File: src/rtl/qcm_cal_sequencer.sv
// qcm_cal_sequencer: capacitor-code calibration sweep with settle, n_clk averaging and result handshake.
// Normal mode passes lut_state/lut_enable through one register stage.
module qcm_cal_sequencer #(
  parameter int CODE_W     = 7,
  parameter int NCLK_W     = 14,
  parameter int DWELL_W    = 16,
  parameter int SETTLE_CYC = 64,
  parameter int AVG_LOG2   = 2
) (
  input  logic              i_clk,
  input  logic              i_nrst,
  input  logic              i_cal_start,
  input  logic              i_cal_abort,
  input  logic [CODE_W-1:0] i_code_first,
  input  logic [CODE_W-1:0] i_code_last,
  input  logic [DWELL_W-1:0] i_dwell_cycles,
  input  logic [CODE_W-1:0] i_lut_state,
  input  logic              i_lut_enable,
  input  logic [NCLK_W-1:0] i_n_clk,
  output logic [CODE_W-1:0] o_code_out,
  output logic              o_enable_out,
  output logic              o_busy,
  output logic              o_result_valid,
  input  logic              i_result_ready,
  output logic [CODE_W-1:0] o_result_code,
  output logic [NCLK_W-1:0] o_result_nclk,
  output logic              o_done,
  output logic              o_aborted
);
  localparam int ACC_W = NCLK_W + AVG_LOG2;
  localparam int SET_W = $clog2(SETTLE_CYC + 1);
  localparam int SMP_W = AVG_LOG2 + 1;
  typedef enum logic [1:0] {S_IDLE, S_SETTLE, S_ACCUM, S_REPORT} state_t;
  state_t r_state, w_state_nxt;
  logic [CODE_W-1:0]  r_code, w_code_nxt, r_code_last, r_res_code, w_res_code_nxt;
  logic               r_enable, w_enable_nxt, r_down, r_valid, w_valid_nxt;
  logic               r_done, w_done_nxt, r_aborted, w_aborted_nxt;
  logic [DWELL_W-1:0] r_dwell, r_dwell_cnt, w_dwell_cnt_nxt;
  logic [SET_W-1:0]   r_settle_cnt, w_settle_cnt_nxt;
  logic [SMP_W-1:0]   r_samp_cnt, w_samp_cnt_nxt;
  logic [ACC_W-1:0]   r_acc, w_acc_nxt, w_sum;
  logic [NCLK_W-1:0]  r_res_nclk, w_res_nclk_nxt;
  logic               w_start;
  assign w_start = (r_state == S_IDLE) && i_cal_start && !i_cal_abort;
  assign w_sum   = r_acc + ACC_W'(i_n_clk);
  always_comb begin
    w_state_nxt      = r_state;
    w_code_nxt       = r_code;
    w_enable_nxt     = r_enable;
    w_valid_nxt      = r_valid;
    w_res_code_nxt   = r_res_code;
    w_res_nclk_nxt   = r_res_nclk;
    w_done_nxt       = 1'b0;
    w_aborted_nxt    = 1'b0;
    w_settle_cnt_nxt = r_settle_cnt;
    w_dwell_cnt_nxt  = r_dwell_cnt;
    w_samp_cnt_nxt   = r_samp_cnt;
    w_acc_nxt        = r_acc;
    case (r_state)
      S_IDLE: begin
        w_code_nxt   = w_start ? i_code_first : i_lut_state;
        w_enable_nxt = w_start ? 1'b0 : i_lut_enable;
        w_state_nxt  = w_start ? S_SETTLE : S_IDLE;
        w_settle_cnt_nxt = '0;
      end
      S_SETTLE: begin
        w_settle_cnt_nxt = r_settle_cnt + SET_W'(1);
        if (r_settle_cnt == SET_W'(SETTLE_CYC - 1)) begin
          w_state_nxt     = S_ACCUM;
          w_enable_nxt    = 1'b1;
          w_acc_nxt       = '0;
          w_samp_cnt_nxt  = '0;
          w_dwell_cnt_nxt = '0;
        end
      end
      S_ACCUM: begin
        w_dwell_cnt_nxt = r_dwell_cnt + DWELL_W'(1);
        if (r_dwell_cnt == r_dwell - DWELL_W'(1)) begin
          w_dwell_cnt_nxt = '0;
          w_acc_nxt       = w_sum;
          w_samp_cnt_nxt  = r_samp_cnt + SMP_W'(1);
          // The final sample is folded in directly so the result is ready on entry to REPORT.
          if (r_samp_cnt == SMP_W'((1 << AVG_LOG2) - 1)) begin
            w_state_nxt    = S_REPORT;
            w_valid_nxt    = 1'b1;
            w_res_code_nxt = r_code;
            w_res_nclk_nxt = NCLK_W'(w_sum >> AVG_LOG2);
          end
        end
      end
      S_REPORT: begin
        if (i_result_ready) begin
          w_valid_nxt = 1'b0;
          if (r_code == r_code_last) begin
            w_state_nxt  = S_IDLE;
            w_done_nxt   = 1'b1;
            w_code_nxt   = i_lut_state;
            w_enable_nxt = i_lut_enable;
          end else begin
            w_state_nxt      = S_SETTLE;
            w_code_nxt       = r_down ? r_code - CODE_W'(1) : r_code + CODE_W'(1);
            w_enable_nxt     = 1'b0;
            w_settle_cnt_nxt = '0;
          end
        end
      end
      default: w_state_nxt = S_IDLE;
    endcase
    if (i_cal_abort && r_state != S_IDLE) begin
      w_state_nxt   = S_IDLE;
      w_valid_nxt   = 1'b0;
      w_done_nxt    = 1'b0;
      w_aborted_nxt = 1'b1;
      w_code_nxt    = i_lut_state;
      w_enable_nxt  = i_lut_enable;
    end
  end
  always_ff @(posedge i_clk or negedge i_nrst) begin
    if (!i_nrst) begin
      r_state      <= S_IDLE;
      r_code       <= '0;
      r_enable     <= 1'b0;
      r_valid      <= 1'b0;
      r_res_code   <= '0;
      r_res_nclk   <= '0;
      r_done       <= 1'b0;
      r_aborted    <= 1'b0;
      r_settle_cnt <= '0;
      r_dwell_cnt  <= '0;
      r_samp_cnt   <= '0;
      r_acc        <= '0;
    end else begin
      r_state      <= w_state_nxt;
      r_code       <= w_code_nxt;
      r_enable     <= w_enable_nxt;
      r_valid      <= w_valid_nxt;
      r_res_code   <= w_res_code_nxt;
      r_res_nclk   <= w_res_nclk_nxt;
      r_done       <= w_done_nxt;
      r_aborted    <= w_aborted_nxt;
      r_settle_cnt <= w_settle_cnt_nxt;
      r_dwell_cnt  <= w_dwell_cnt_nxt;
      r_samp_cnt   <= w_samp_cnt_nxt;
      r_acc        <= w_acc_nxt;
    end
  end
  // Sweep parameters are captured only on an accepted start.
  always_ff @(posedge i_clk or negedge i_nrst) begin
    if (!i_nrst) begin
      r_code_last <= '0;
      r_dwell     <= '0;
      r_down      <= 1'b0;
    end else if (w_start) begin
      r_code_last <= i_code_last;
      r_dwell     <= (i_dwell_cycles == '0) ? DWELL_W'(1) : i_dwell_cycles;
      r_down      <= i_code_first > i_code_last;
    end
  end
  assign o_code_out     = r_code;
  assign o_enable_out   = r_enable;
  assign o_busy         = r_state != S_IDLE;
  assign o_result_valid = r_valid;
  assign o_result_code  = r_res_code;
  assign o_result_nclk  = r_res_nclk;
  assign o_done         = r_done;
  assign o_aborted      = r_aborted;
endmodule

File: config.mk
export PLATFORM = sky130hd
export DESIGN_NAME = qcm_cal_sequencer
export DESIGN_NICKNAME = d
export VERILOG_FILES = /design/src/rtl/qcm_cal_sequencer.sv
export SDC_FILE = /design/constraint.sdc
export NUM_CORES = 1
export LEC_CHECK = 0
export BUFFER_PORTS_ARGS = -buffer_cell sky130_fd_sc_hd__buf_4
export CELL_PAD_IN_SITES_DETAIL_PLACEMENT = 0
export CELL_PAD_IN_SITES_GLOBAL_PLACEMENT = 1
export CORE_ASPECT_RATIO = 0.75
export CORE_MARGIN = 5
export CORE_UTILIZATION = 44
export CTS_CLUSTER_DIAMETER = 80
export CTS_CLUSTER_SIZE = 16
export DETAILED_ROUTE_END_ITERATION = 10
export MAX_ROUTING_LAYER = met4
export PLACE_DENSITY = 0.84
export REMOVE_ABC_BUFFERS = 1
export SYNTH_ARGS = -nofsm -noshare
export SYNTH_HDL_FRONTEND = slang
export SYNTH_SLANG_ARGS = --single-unit
File: constraint.sdc
create_clock -name i_clk -period 4.6 [get_ports i_clk]
set_input_delay 0.92 -clock i_clk [delete_from_list [all_inputs] [get_ports i_clk]]
set_output_delay 0.92 -clock i_clk [all_outputs]
set_load 0.05 [all_outputs]
; Yosys cells after proc, flatten, opt, wreduce, memory -nomap -nowiden
; Cells that the tools add are included.
[word_totals]
reg_bits = 100
inputBits = 57
output_inout_bits = 33
[classes]
n_addsub = 7
magnitude_cmp = 1
eq_ne = 15
mux = 42
reduce_logical = 20
[op_table]
columns = op, count
row1 = $mux W16, 4
row2 = $pmux W16 S2, 2
row3 = $mux W7, 7
row4 = $pmux W7 S3, 1
row5 = $add A16 B1 Y16 const B, 1
row6 = $add A16 B14 Y16, 1
row7 = $eq A16 B16 Y1, 1
row8 = $logic_not A16 Y1, 1
row9 = $mux W1, 16
row10 = $sub A16 B1 Y16 const B, 1
row11 = $add A7 B1 Y7 const B, 2
row12 = $pmux W7 S2, 1
row13 = $ne A3 B3 Y1 const B, 4
row14 = $reduce_and A3 Y1, 4
row15 = $mux W2, 5
row16 = $reduce_bool A3 Y1, 3
row17 = $ne A2 B2 Y1 const B, 4
row18 = $pmux W2 S4, 1
row19 = $reduce_and A4 Y1, 2
row20 = $eq A7 B6 Y1 const B, 1
row21 = $eq A7 B7 Y1, 1
row22 = $gt A7 B7 Y1, 1
row23 = $sub A7 B1 Y7 const B, 1
row24 = $mux W3, 2
row25 = other kinds (13), 18

; Logic depth before layout (Yosys ltp)
[depth]
word_depth = 6
ltp_mapped = 12

; Least setup slack after synthesis
; No wires, ideal clock.
[synth_path]
path_kind = register -> register
startpoint = reg r_dwell[0]
endpoint = reg r_acc[10]
setup_ns = 0.121
arrival_time_ns = 3.230
t_required_ns = 4.479
path_slack_ns = 1.249
stages_incl_launch_ff = 13
synth_period_minus_slack_ns = 3.351
path_cell_list = dfrtp_1 inv_1 ha_1 or4b_1 clkbuf_1 or4_1 a21oi_1 nor3_1 nor4b_4 nand2_4 a21o_4 buf_6 a22o_1
[synth_via]
elab_chain_len = 4
[synth_rtl]
columns = item, line_no
row1 = start: declaration, 38  ; logic [DWELL_W-1:0] r_dwell, r_dwell_cnt, w_dwell_cnt_nxt;
row2 = start signal: assignment, 155  ; r_dwell <= (i_dwell_cycles == '0) ? DWELL_W'(1) : i_dwell_cycles;
row3 = $sub A16 B1 Y16, 78  ; if (r_dwell_cnt == r_dwell - DWELL_W'(1)) begin
row4 = $eq A16 B16 Y1, 78
row5 = $ne A2 B2 Y1 (no source line), --
row6 = $reduce_and A3 Y1 (no source line), --
row7 = end signal: assignment, 144  ; r_acc <= w_acc_nxt;
row8 = end: declaration, 41  ; logic [ACC_W-1:0] r_acc, w_acc_nxt, w_sum;
; No other way between the ends.
; A chain may end at the register's enable or synchronous reset.

; Worst setup path in the final report
[layout_path]
startpoint = reg r_dwell[0]
endpoint = reg r_res_nclk[11] (netlist: o_result_nclk[11])
[layout_via]
elab_chain_len = 3
[layout_rtl]
columns = item, line_no
row1 = $sub A16 B1 Y16, 78
row2 = $eq A16 B16 Y1, 78
row3 = $reduce_and A3 Y1 (no source line), --
row4 = end signal: assignment, 138  ; r_res_nclk <= w_res_nclk_nxt;
row5 = end: declaration, 42  ; logic [NCLK_W-1:0] r_res_nclk, w_res_nclk_nxt;
; No other way between the ends.

==> results.txt <==
----------------------------------------------------
[Placed design]
  Dpl hpwl ... 12100 µm
  Cell area reported after detailed placement ... 7070 µm²
  Worst slack at placement ... 0.696 ns
  Number of port buffers ... 89
  Placer's final routability congestion estimate ... 0.973

[Finish]
  Area occupied by registers ... 2500 µm²
  Most frequent standard cell in the layout excluding fill and tap cells ... sky130_fd_sc_hd__nand2_1
  Fraction of layout cells with a size suffix above 1 ... 18.8%
  Area Growth Syn to Fin ... 17.6%
  Antenna cell count ... 0
  Commonest cells after routing, fill and taps aside ... 105 x sky130_fd_sc_hd__nand2_1, 100 x sky130_fd_sc_hd__dfrtp_1, 95 x sky130_fd_sc_hd__buf_4, 41 x sky130_fd_sc_hd__o21ai_0
  Net count reported at finish ... 851
  Filler instances ... 1272
  Area of combinational cells with multiple inputs ... 3490 µm²
  Final core occ ... 53.3%
  Non-Filler Cell Area, Final ... 7350 µm²

[Critical path]
  Critical Path AT ... 4.15 ns
  Delay-heaviest family, CP ... simple AND/OR/NAND/NOR gates
  Critical path cell sequence ... inv_1 > ha_1 > or4b_1 > o21a_1 > nor4_1 > o311ai_0 > nor4b_4 > nand4_4 > mux2_4
  Worst Path Class, Setup ... flip-flop to flip-flop
  Maximum single-stage delay on the critical path ... 0.63 ns
  Worst Setup Start Kind ... flip-flop
  Worst EP required ... 4.83 ns
  Buf+Inv Stages, Crit Path ... 1
  Largest driver fanout on the critical path ... 25
  Slowest cell on the critical path ... sky130_fd_sc_hd__or4b_1
  CP Capture Type ... flip-flop

[Hold path]
  Type of the worst min-delay path ... flip-flop to flip-flop

[Route]
  DRT Wirelength ... 15600 µm
  Number of vias in the routed layout ... 5239
  Count of antenna-violating nets left after detailed routing ... 0
  Total iterations of the first detailed-routing run ... 5
  Average wire per standard cell ... 16.7 µm
  Routed vias/inst ... 5.60
  Post-detailed-route DRC marker count ... 0
  Iteration-0 DRC Markers ... 321

[Clock network]
  TritonCTS clock tree ... done
  Number of levels in the clock H-tree ... 3
  Count of cells resized by post-cts repair ... 0
  Clk_lat worst skew ... 0.35 ns
  Clock root buffer ... sky130_fd_sc_hd__clkbuf_16
  Num Clock Sinks ... 100
  CTS Buffer Depth ... 2
  Number of buffers added for setup after CTS ... 0
  Clock-pin slew of the registers on the worst-case setup and hold paths ... 0.07 ns
  Total CTS buffers ... 9
  Quantity of hold-fixing buffers added after cts ... 0

[Power and ir drop]
  Overall power ... 0.00368 W
  P_leak ... 3.50 nW
  Highest ir drop seen on vdd ... 0.000412 V
  Pwr Density ... 501 nW/µm²

[Synth]
  Post-synth design cell area ... 6250 µm²
  Cells after Synth ... 675
  Post-synthesis sequential area ratio ... 40.1%
  Top cells by area, synth ... sky130_fd_sc_hd__dfrtp_1 40%, sky130_fd_sc_hd__ha_1 7.0%, sky130_fd_sc_hd__nand2_1 6.3%
  Yosys top cell by area ... sky130_fd_sc_hd__dfrtp_1
  Synthesized area per cell ... 9.25 µm²
  Post-synth top area share ... 40.1%
  Unique masters post-synth ... 71
  Fraction of registers with async set or reset after synthesis ... 100%
  Seq cells post-synth ... 100
  Number of synthesized flops with an enable pin ... 0
  Synth warnings ... 0
  Top FF cell, synth ... sky130_fd_sc_hd__dfrtp_1

[Timing]
  Final slew viol count ... 0
  Minimum period implied by the final worst setup slack ... 3.92 ns
  Unrepaired setup endpoints after global routing ... no
  Tightest Pin Transition ... 0.987 ns
  Setup-failing EPs final ... 0
  Highest achievable clock rate ... 255 MHz
  Worst relative slew slack ... 34.2%
  Post-Route Skew ... 0.00968 ns
  Final count of hold timing violations ... 0
  Slack of the critical path ... 0.681 ns
  TNS Setup ... 0 ns
  Period Utilization, post-route ... 85.2%

[Die]
  Number of cell rows ... 37
  Horiz. Die Dim ... 148 µm
  Effective utilization at floorplan ... 45.3%
  Top-level port count ... 90
  Total Die Area ... 16700 µm²
  Core area ... 13800 µm²
  Vertical die dimension ... 113 µm

[Job]
  # Max-Cap Violations ... 0

[Global route]
  GRT Util Overall ... 19.8%
  Largest net degree at the start of global routing ... 79
  Global-route wire length before repair ... 26300 µm
  Global route overflow ... 0
  Initial antenna violation count ... 0
  Vias in the first global route ... 5091

[Outcome]
  Status ... completed

----------------------------------------------------
worst min-delay path, cell delays in order (launching register included):
cell,delay (ns)
sky130_fd_sc_hd__dfrtp_1,0.35
sky130_fd_sc_hd__nand2_1,0.05
sky130_fd_sc_hd__o21ai_0,0.06
per-stage QoR:
step / hold WS [ns] / instances
2_1_floorplan: 0.454 / 651
3_3_place_gp: 0.469 / 921
3_5_place_dp: 0.475 / 921
4_1_cts: 0.489 / 935
5_1_grt: 0.505 / 935
6_report: 0.483 / 935
state kept, by name, summed over array words and instances (netlist names), 2 cells and up:
name           count
o_code_out         7
o_result_code      7
o_result_nclk     14
r_acc             16
r_code_last        7
r_dwell           16
r_dwell_cnt       16
r_samp_cnt         3
r_settle_cnt       7
r_state            2
cell type report:
class / count / share of cell area, %
clock buffers: 10 / 3.12
well taps: 175 / 2.98
multi-input cells: 514 / 47.5
clock inverters: 4 / 0.715
inverters: 37 / 1.89
flip-flops and latches: 100 / 34.1
repair buffers: 95 / 9.71
cells by family after synthesis:
family / after synthesis / synth area share (%)
AOI/OAI and AO/OA: 154 / 16.4
buffers and inverters: 61 / 4.09
and+or+nand+nor: 252 / 20.2
DFF: 100 / 40.1
muxes: 22 / 4.63
xor gates and xnor gates: 48 / 6.73
adders and majority gates: 38 / 7.81
path summary, 6_finish.rpt:
check                                 start                 to  slack [ns]  depth (start not counted)
max                              r_dwell[0]  o_result_nclk[11]        0.68                          9
min                        o_result_code[5]   o_result_code[5]        0.48                          2
max reg2reg                      r_dwell[0]  o_result_nclk[11]        0.68                          9
min reg2reg                o_result_code[5]   o_result_code[5]        0.48                          2
max in group asynchronous            i_nrst    r_dwell_cnt[10]        2.96                          2
min in group asynchronous            i_nrst   o_result_nclk[5]        0.73                          1
Yosys cell counts, types with 4 or more instances:
| cell type | count |
|---|---|
| sky130_fd_sc_hd__a211oi_1 | 7 |
| sky130_fd_sc_hd__a21boi_0 | 4 |
| sky130_fd_sc_hd__a21o_1 | 6 |
| sky130_fd_sc_hd__a21oi_1 | 33 |
| sky130_fd_sc_hd__a22o_1 | 17 |
| sky130_fd_sc_hd__and3_1 | 4 |
| sky130_fd_sc_hd__clkbuf_1 | 18 |
| sky130_fd_sc_hd__dfrtp_1 | 100 |
| sky130_fd_sc_hd__ha_1 | 35 |
| sky130_fd_sc_hd__inv_1 | 37 |
| sky130_fd_sc_hd__mux2_2 | 7 |
| sky130_fd_sc_hd__mux2_4 | 12 |
| sky130_fd_sc_hd__nand2_1 | 105 |
| sky130_fd_sc_hd__nand2b_1 | 7 |
| sky130_fd_sc_hd__nand3_1 | 25 |
| sky130_fd_sc_hd__nand4_1 | 10 |
| sky130_fd_sc_hd__nor2_1 | 37 |
| sky130_fd_sc_hd__nor2b_1 | 6 |
| sky130_fd_sc_hd__nor3_1 | 13 |
| sky130_fd_sc_hd__nor3b_1 | 4 |
| sky130_fd_sc_hd__nor4_1 | 12 |
| sky130_fd_sc_hd__o211ai_1 | 5 |
| sky130_fd_sc_hd__o21ai_0 | 41 |
| sky130_fd_sc_hd__o31ai_1 | 6 |
| sky130_fd_sc_hd__or2_2 | 4 |
| sky130_fd_sc_hd__or4_1 | 4 |
| sky130_fd_sc_hd__xnor2_1 | 25 |
| sky130_fd_sc_hd__xor2_1 | 23 |
power by group:
part	internal, W	switching (W)	total, W
clock	0.000416	0.000326	0.000742
sequential	0.00106	0.000275	0.00134
combinational	0.000628	0.000974	0.00160
routing by layer:
| layer | vias up | GRT usage (%) | part of all wire (%) |
|---|---|---|---|
| met3 | 14 | 4.08 | 6.4 |
| met2 | 148 | 28.7 | 43 |
| li1 | 2578 | - | - |
| met5 | - | - | 0 |
| met4 | 0 | 3.60 | 0.97 |
| met1 | 2499 | 29.0 | 50 |
No activity file was read; power rests on OpenSTA's default activity.
